===== src/rtl/change_dispenser.sv =====
// Change payout engine: breaks a requested amount into 5/2/1 coins greedily
// against a tracked inventory and issues them one at a time to a coin hopper.
module change_dispenser #(
  parameter int AMT_W       = 8,
  parameter int CNT_W       = 8,
  parameter int INIT_CNT1   = 20,
  parameter int INIT_CNT2   = 20,
  parameter int INIT_CNT5   = 20,
  parameter int ACK_TIMEOUT = 1023
) (
  input  logic             clk_i,
  input  logic             reset_i,
  input  logic             change_valid_i,
  input  logic [AMT_W-1:0] change_amount_i,
  output logic             change_ready_o,
  input  logic             refill_i,
  output logic             coin_req_o,
  output logic [2:0]       coin_sel_o,
  input  logic             coin_ack_i,
  output logic             done_o,
  output logic             short_o,
  output logic             fault_o,
  output logic [AMT_W-1:0] dispensed_total_o,
  output logic [CNT_W-1:0] cnt1_o,
  output logic [CNT_W-1:0] cnt2_o,
  output logic [CNT_W-1:0] cnt5_o
);

  localparam int TMR_W = (ACK_TIMEOUT > 1) ? $clog2(ACK_TIMEOUT + 1) : 1;

  localparam logic [2:0] S_IDLE   = 3'd0;
  localparam logic [2:0] S_SELECT = 3'd1;
  localparam logic [2:0] S_REQ    = 3'd2;
  localparam logic [2:0] S_DONE   = 3'd3;
  localparam logic [2:0] S_FAULT  = 3'd4;

  localparam logic [2:0] SEL_NONE = 3'b000;
  localparam logic [2:0] SEL_1    = 3'b001;
  localparam logic [2:0] SEL_2    = 3'b010;
  localparam logic [2:0] SEL_5    = 3'b100;

  localparam logic [CNT_W-1:0] INIT1    = CNT_W'(INIT_CNT1);
  localparam logic [CNT_W-1:0] INIT2    = CNT_W'(INIT_CNT2);
  localparam logic [CNT_W-1:0] INIT5    = CNT_W'(INIT_CNT5);
  localparam logic [TMR_W-1:0] TMR_LAST = TMR_W'(ACK_TIMEOUT - 1);

  logic [2:0]       state_q, state_d;
  logic [AMT_W-1:0] rem_q, rem_d;
  logic [AMT_W-1:0] total_q, total_d;
  logic [CNT_W-1:0] cnt1_q, cnt1_d, cnt2_q, cnt2_d, cnt5_q, cnt5_d;
  logic [TMR_W-1:0] tmr_q, tmr_d;
  logic             ready_q, ready_d;
  logic             req_q, req_d;
  logic [2:0]       sel_q, sel_d;
  logic             done_q, done_d;
  logic             short_q, short_d;
  logic             fault_q, fault_d;
  logic [2:0]       pick_s;

  function automatic logic [AMT_W-1:0] coin_value(input logic [2:0] sel);
    logic [AMT_W-1:0] v;
    case (sel)
      SEL_5:   v = AMT_W'(3'd5);
      SEL_2:   v = AMT_W'(3'd2);
      SEL_1:   v = AMT_W'(3'd1);
      default: v = {AMT_W{1'b0}};
    endcase
    return v;
  endfunction

  // Largest coin that fits and is in stock; no backtracking on a dead end.
  function automatic logic [2:0] pick_coin(input logic [AMT_W-1:0] rem,
                                           input logic [CNT_W-1:0] c5,
                                           input logic [CNT_W-1:0] c2,
                                           input logic [CNT_W-1:0] c1);
    logic [2:0] sel;
    if (rem >= AMT_W'(3'd5) && c5 != {CNT_W{1'b0}}) begin
      sel = SEL_5;
    end else if (rem >= AMT_W'(3'd2) && c2 != {CNT_W{1'b0}}) begin
      sel = SEL_2;
    end else if (rem >= AMT_W'(3'd1) && c1 != {CNT_W{1'b0}}) begin
      sel = SEL_1;
    end else begin
      sel = SEL_NONE;
    end
    return sel;
  endfunction

  assign pick_s = pick_coin(rem_q, cnt5_q, cnt2_q, cnt1_q);

  // Next-state and next-output computation for the payout FSM.
  always_comb begin
    state_d = state_q;
    rem_d   = rem_q;
    total_d = total_q;
    cnt1_d  = cnt1_q;
    cnt2_d  = cnt2_q;
    cnt5_d  = cnt5_q;
    tmr_d   = tmr_q;
    req_d   = req_q;
    sel_d   = sel_q;
    done_d  = 1'b0;
    short_d = short_q;
    fault_d = fault_q;
    case (state_q)
      S_IDLE: begin
        // ready_q gates acceptance so the post-reset cycle cannot accept.
        if (ready_q && change_valid_i) begin
          rem_d   = change_amount_i;
          total_d = {AMT_W{1'b0}};
          short_d = 1'b0;
          state_d = S_SELECT;
        end else if (ready_q && refill_i) begin
          cnt1_d = INIT1;
          cnt2_d = INIT2;
          cnt5_d = INIT5;
        end else begin
          state_d = S_IDLE;
        end
      end
      S_SELECT: begin
        if (pick_s == SEL_NONE) begin
          short_d = (rem_q != {AMT_W{1'b0}});
          done_d  = 1'b1;
          state_d = S_DONE;
        end else begin
          req_d   = 1'b1;
          sel_d   = pick_s;
          tmr_d   = {TMR_W{1'b0}};
          state_d = S_REQ;
        end
      end
      S_REQ: begin
        if (coin_ack_i) begin
          rem_d   = rem_q - coin_value(sel_q);
          total_d = total_q + coin_value(sel_q);
          case (sel_q)
            SEL_5:   cnt5_d = cnt5_q - CNT_W'(1'b1);
            SEL_2:   cnt2_d = cnt2_q - CNT_W'(1'b1);
            SEL_1:   cnt1_d = cnt1_q - CNT_W'(1'b1);
            default: cnt1_d = cnt1_q;
          endcase
          req_d   = 1'b0;
          sel_d   = SEL_NONE;
          state_d = S_SELECT;
        end else if (tmr_q == TMR_LAST) begin
          req_d   = 1'b0;
          sel_d   = SEL_NONE;
          fault_d = 1'b1;
          state_d = S_FAULT;
        end else begin
          tmr_d = tmr_q + TMR_W'(1'b1);
        end
      end
      S_DONE:  state_d = S_IDLE;
      S_FAULT: state_d = S_FAULT;
      default: begin
        req_d   = 1'b0;
        sel_d   = SEL_NONE;
        state_d = S_IDLE;
      end
    endcase
    ready_d = (state_d == S_IDLE);
  end

  // State and output registers with synchronous reset.
  always_ff @(posedge clk_i) begin
    if (reset_i) begin
      state_q <= S_IDLE;
      rem_q   <= {AMT_W{1'b0}};
      total_q <= {AMT_W{1'b0}};
      cnt1_q  <= INIT1;
      cnt2_q  <= INIT2;
      cnt5_q  <= INIT5;
      tmr_q   <= {TMR_W{1'b0}};
      ready_q <= 1'b0;
      req_q   <= 1'b0;
      sel_q   <= SEL_NONE;
      done_q  <= 1'b0;
      short_q <= 1'b0;
      fault_q <= 1'b0;
    end else begin
      state_q <= state_d;
      rem_q   <= rem_d;
      total_q <= total_d;
      cnt1_q  <= cnt1_d;
      cnt2_q  <= cnt2_d;
      cnt5_q  <= cnt5_d;
      tmr_q   <= tmr_d;
      ready_q <= ready_d;
      req_q   <= req_d;
      sel_q   <= sel_d;
      done_q  <= done_d;
      short_q <= short_d;
      fault_q <= fault_d;
    end
  end

  assign change_ready_o    = ready_q;
  assign coin_req_o        = req_q;
  assign coin_sel_o        = sel_q;
  assign done_o            = done_q;
  assign short_o           = short_q;
  assign fault_o           = fault_q;
  assign dispensed_total_o = total_q;
  assign cnt1_o            = cnt1_q;
  assign cnt2_o            = cnt2_q;
  assign cnt5_o            = cnt5_q;

endmodule

===== config.mk =====
export PLATFORM = sky130hd
export DESIGN_NAME = change_dispenser
export DESIGN_NICKNAME = d
export VERILOG_FILES = /design/src/rtl/change_dispenser.sv
export SDC_FILE = /design/constraint.sdc
export NUM_CORES = 1
export LEC_CHECK = 0
export ABC_CLOCK_PERIOD_IN_PS = 3400
export CELL_PAD_IN_SITES_DETAIL_PLACEMENT = 0
export CELL_PAD_IN_SITES_GLOBAL_PLACEMENT = 1
export CORE_MARGIN = 3
export CORE_UTILIZATION = 36
export CTS_CLUSTER_SIZE = 16
export DETAILED_ROUTE_END_ITERATION = 16
export DONT_BUFFER_PORTS = 1
export GPL_ROUTABILITY_DRIVEN = 0
export PLACE_DENSITY_LB_ADDON = 0.2
export SLEW_MARGIN = 5
export SYNTH_ARGS = -nofsm -noshare
export SYNTH_HDL_FRONTEND = slang
export SYNTH_SLANG_ARGS = --single-unit

===== constraint.sdc =====
create_clock -name clk_i -period 3.4 [get_ports clk_i]
set_input_delay 0.17 -clock clk_i [delete_from_list [all_inputs] [get_ports clk_i]]
set_output_delay 0.17 -clock clk_i [all_outputs]
set_load 0.02 [all_outputs]

After elaboration in Yosys (flattened, before gate mapping)

Cells that the tools add are included.

Bitwise logic cells: 3
Mux-type cells: 45
Eq/ne operators: 20
Reductions and logical operators: 25
$lt $le $gt $ge: 3
Add/sub/neg operators: 6

Operator list:

| operator                | count |
|---|---|
| $mux W8                 | 14 |
| $pmux W8 S2             | 5 |
| $reduce_bool A8 Y1      | 4 |
| $mux W10                | 3 |
| $mux W3                 | 8 |
| $sub A8 B1 Y8 const B   | 3 |
| $pmux W10 S2            | 1 |
| $pmux W3 S3             | 2 |
| $ne A2 B2 Y1 const B    | 8 |
| $reduce_and A5 Y1       | 3 |
| $pmux W3 S4             | 1 |
| $reduce_and A3 Y1       | 4 |
| $add A10 B1 Y10 const B | 1 |
| $eq A10 B10 Y1 const B  | 1 |
| $eq A3 B2 Y1 const B    | 3 |
| $logic_not A3 Y1        | 3 |
| $add A8 B8 Y8           | 1 |
| $ge A8 B1 Y1 const B    | 1 |
| $ge A8 B2 Y1 const B    | 1 |
| $ge A8 B3 Y1 const B    | 1 |
| $mux W1                 | 8 |
| $sub A8 B8 Y8           | 1 |
| $eq A3 B1 Y1 const B    | 2 |
| $eq A3 B3 Y1 const B    | 2 |
| 11 further kinds        | 21 |

Flip-flop bits (word level): 61
Bits of input ports: 13
Logic and storage cells: 115
Output and inout port bits: 40

Depth between registers and ports, before layout

Depth after elaboration: 9
Depth in mapped cells: 9
Gate-level depth less buffers: 9

Least setup slack after synthesis

No wires, ideal clock.

Path kind: reg-to-reg
Start: reg sel_q[1] (netlist: coin_sel_o[1])
End: reg rem_q[7]
Setup time: 0.114 ns
Buffers on the path: 0
Data required time: 3.286 ns
Arrival: 2.397 ns
Slack: 0.888 ns
Stages on the path, launching flop included: 9
Period minus slack after synthesis: 2.512 ns
Path through: dfxtp_1 > nor3b_1 > inv_1 > ha_1 > nor2b_1 > o21a_1 > nor4_1 > mux2i_1 > a2111oi_0

Cells in the longest elaborated chain, start to end: 7
Elaborated cells between the ends (all ways): 9
Those cells by class: add/sub: 1; eq/ne: 3; mux: 5

RTL lines:

| what                                       | line | text |
|---|---|---|
| start: declaration                         | 54   | `logic [2:0] sel_q, sel_d;` |
| start signal: assignment                   | 192  | `sel_q <= sel_d;` |
| $eq A3 B1 Y1, or another cell as far along | 62   | `case (sel)` |
| $pmux W3 S3 *                              | 62   |  |
| $mux W8 *                                  | 134  | `if (coin_ack_i) begin` |
| $mux W8 *                                  | 105  | `case (state_q)` |
| $sub A8 B8 Y8 *                            | 135  | `rem_d = rem_q - coin_value(sel_q);` |
| $mux W8 *                                  | 134  |  |
| $pmux W8 S2 *                              | 105  |  |
| end signal: assignment                     | 170  | `rem_q <= {AMT_W{1'b0}};` |
| end signal: assignment                     | 184  | `rem_q <= rem_d;` |
| end: declaration                           | 48   | `logic [AMT_W-1:0] rem_q, rem_d;` |

Mark *: on every way between the ends. The rest lies on a longest branch, timed or not. The select of a mux whose other input is x is not followed.
A chain may end at the register's enable or synchronous reset.

Final worst setup path

Start: reg cnt1_q[3] (netlist: cnt1_o[3])
End: reg tmr_q[7]

Cells in the longest elaborated chain, start to end: 8

RTL lines:

| what                               | line | text |
|---|---|---|
| start: declaration                 | 50   | `logic [CNT_W-1:0] cnt1_q, cnt1_d, cnt2_q, cnt2_d, cnt5_q, cnt5_d;` |
| start signal: assignment           | 186  | `cnt1_q <= cnt1_d;` |
| $reduce_bool A8 Y1                 | 81   | `end else if (rem >= AMT_W'(3'd1) && c1 != {CNT_W{1'b0}}) begin` |
| $logic_and A1 B1 Y1                | 81   |  |
| $mux W1                            | 81   |  |
| $mux W2                            | 79   | `end else if (rem >= AMT_W'(3'd2) && c2 != {CNT_W{1'b0}}) begin` |
| $mux W3                            | 77   | `if (rem >= AMT_W'(3'd5) && c5 != {CNT_W{1'b0}}) begin` |
| $logic_not A3 Y1                   | 122  | `if (pick_s == SEL_NONE) begin` |
| $ne A2 B2 Y1 (no source line)      | --   |  |
| $reduce_and A4 Y1 (no source line) | --   |  |
| end signal: assignment             | 175  | `tmr_q <= {TMR_W{1'b0}};` |
| end signal: assignment             | 189  | `tmr_q <= tmr_d;` |
| end: declaration                   | 51   | `logic [TMR_W-1:0] tmr_q, tmr_d;` |

No other way between the ends.

==> out/qor.csv <==
stage;metric;value;unit
global_route;grt_usage;17.1;%
layout;fillers;937;
route;wirelength;8550;um
sta;fin_ws;0.834;ns
layout;final_cell_count_no_fill;515;
global_route;antenna_found_initial;0;
route;drt-pass1-iter-count;4;
critical_path;critical_path_required;3.65;ns
yosys;yosys.area.top_type;dfxtp_1;
cts;cts_buffer_depth;2;
cts;htreeDepth;3;
critical_path;crit_slowest_cell;or4_4;
sta;hold_viol_final;0;
layout;nets;432;
floorplanning;rows;34;
yosys;seq_area_frac_synth;36.7;%
layout;areaGrowthSynthToFinish;9.02;%
floorplanning;start_util;37.6;%
cts;cts_buffers;9;
critical_path;worstPathCellList;or4_4, or4b_4, a222oi_1, buf_4, nor2_4, a311oi_2;
sta;setup_violations;0;
yosys;synth_cells;403;
floorplanning;core_area;0.00885;sq mm
pwr;total_power;1.71;mW
sta;period_minus_slack;2.57;ns
yosys;syn_avg_cell_area;8.26;sq um
sta;setup_tns;0;ns
yosys;synthTopCellsByArea;dfxtp_1 (37%), xnor2_1 (6.8%), nor2_1 (5.4%);
yosys;ys_seq_elements;61;
critical_path;critical_path.max_stage_delay;0.58;ns
outcome;run_status;completed;
yosys;yosys.area.top_type_share;36.7;%
placed_design;numPortBuffers;0;
yosys;synth_nets;432;
critical_path;arrival;2.81;ns
sta;whs;0.0193;ns
yosys;synth_area;0.00333;sq mm
cts;clk_latency;0.34;ns
global_route;grt_max_degree;32;
route;drt_iter0_drc;141;
layout;multi_input_area;0.00195;sq mm
floorplanning;die_w;102;um
sta;slew_violations;0;
route;drc_errors;0;
floorplanning;die_area;0.0104;sq mm
placed_design;placed_cell_area;0.00342;sq mm
layout;finalCoreUtilization;41.0;%
critical_path;cp_max_fo;10;
placed_design;dpl.cell_count;499;
route;vias;2841;
yosys;synth_edf_count;0;
route;post_drt_via_cell_ratio;5.52;
sta;tightest_slew;0.813;ns
placed_design;dpl.hpwl;5950;um
global_route;grt_overflow;0;
route;wl_per_cell;16.6;um
cts;cts-root-buf;clkbuf_8;
route;ant_nets;0;
critical_path;crit_path_start_kind;flip-flop;
placed_design;dp_slack;0.855;ns
layout;n_antenna_cell;0;
pwr;p_leak;1.23;nW
job;drv_cap;0;
sta;relSlewSlack;45.3;%
cts;cts.clk_slew.worst_paths;0.07;ns
global_route;grt_first_pass_wirelength;14000;um
layout;ff_latch_area;0.00122;sq mm
layout;drive_above_1_share;9.58;%
sta;max_freq;390;MHz
floorplanning;ios;53;
global_route;first_global_vias;2669;
cts;cts-resized-gates;0;
pwr;vdd_ir_drop_max;0.000127;V
floorplanning;die_h;102;um
layout;final_area;0.00363;sq mm
yosys;async_flop_share;0;%
cts;clock_sinks;61;
pwr;p_per_area;471;mW/mm^2
critical_path;path_class;flip-flop to flip-flop;
min_path;hold_path.class;primary input to flip-flop;
yosys;synth-main-ff-cell;dfxtp_1;
cts;cts_tree;built;
critical_path;cp-end-kind;flip-flop;
sta;fin_skew;0.0100;ns
sta;finalCritPeriodShare;75.5;%
yosys;synth.distinct_cells;61;
yosys;yosysWarnings;0;
sta;grt_setup_unrepaired;no;
flip-flops by register name, summed over array words and instances, names as in the netlist:
| signal | flops |
|---|---|
| short_o | 1 |
| change_ready_o | 1 |
| cnt1_o | 8 |
| state_q | 3 |
| coin_sel_o | 3 |
| cnt5_o | 8 |
| coin_req_o | 1 |
| done_o | 1 |
| dispensed_total_o | 8 |
| cnt2_o | 8 |
| rem_q | 8 |
| fault_o | 1 |
| tmr_q | 10 |
cells in the mapped netlist, types with 2 or more instances:
library cell and number:
a211oi_1 6, or2_2 4, a31oi_1 3, or3_1 7, fa_1 2, xor2_1 2, and3_1 4, nor2_1 48
a32oi_1 2, dfxtp_1 61, a21oi_1 25, and2_1 2, nor3b_1 5, xnor2_1 26, or4b_1 2, o21ai_1 2
or3b_2 2, inv_1 17, buf_4 3, nor3_1 20, clkbuf_1 13, o21a_1 5, nand3b_1 3, nand4_1 5
a311oi_2 3, a41oi_1 2, or4_1 2, o21ai_0 17, o211ai_1 3, o31a_1 2, mux2i_1 2, nand3_1 8
nor4_1 16, nand2_1 39, ha_1 14
cell families after synthesis:
| group | after synthesis | share of synthesized area, % |
|---|---|---|
| compound gates | 83 | 16.6 |
| simple gates | 177 | 27.4 |
| fa+ha+maj | 16 | 6.46 |
| buf+inv | 36 | 4.96 |
| xor+xnor | 28 | 7.36 |
| mux | 2 | 0.601 |
| flops | 61 | 36.7 |
critical path, delay by kind of cell (launching register included):
kind	cells	cell delay, ns
compound gates	2	0.60
buf+inv	1	0.24
flops	1	0.43
simple gates	3	1.19
per-layer routing:
| layer | global-route usage, % | wire, um | vias up |
|---|---|---|---|
| met2 | 24.9 | 3800 | 61 |
| met3 | 4.03 | 407 | 12 |
| met1 | 24.6 | 4200 | 1327 |
| li1 | - | - | 1441 |
| met4 | 6.36 | 146 | 0 |
| met5 | 0 | 0 | - |
layout make-up:
cell class / count / area share [%]
clock inverter: 6 / 1.79
timing repair buffer: 8 / 2.00
multi-input combinational: 306 / 53.7
sequential: 61 / 33.6
tap: 108 / 3.72
clock buffer: 9 / 3.41
inverter: 17 / 1.76
repair_timing:
item,in CTS,in global routing
endpoints found under the hold margin,31,0
buffers inserted,0,0
hold buffers,1,0
placed cells by master (no fill, tap or decap), types with 5 or more instances in the layout:
master / n
inv_1: 17
o21ai_0: 17
nand2_1: 39
a21oi_1: 25
nor2_1: 48
o21a_1: 5
dfxtp_1: 61
or3_1: 7
xnor2_1: 26
ha_1: 14
buf_4: 7
a211oi_1: 6
nand4_1: 5
nor4_1: 16
clkbuf_8: 9
nand3_1: 8
nor3_1: 20
power breakdown:
group          leakage, nW  switching [mW]  internal, mW
Combinational        0.652           0.169         0.109
Sequential           0.494          0.0587         0.741
Clock               0.0833           0.300         0.333
Total                 1.23           0.528          1.18
path summary, 6_finish.rpt:
path                            startpoint  slack, ns  cells after the start        to
worst min register to register    rem_q[0]       0.47                      2  rem_q[0]
worst max register to register   cnt1_o[3]       0.83                      6  tmr_q[7]
worst max-delay path             cnt1_o[3]       0.83                      6  tmr_q[7]
worst min-delay path               reset_i       0.02                      2  tmr_q[1]
No activity file was read; power rests on OpenSTA's default activity.
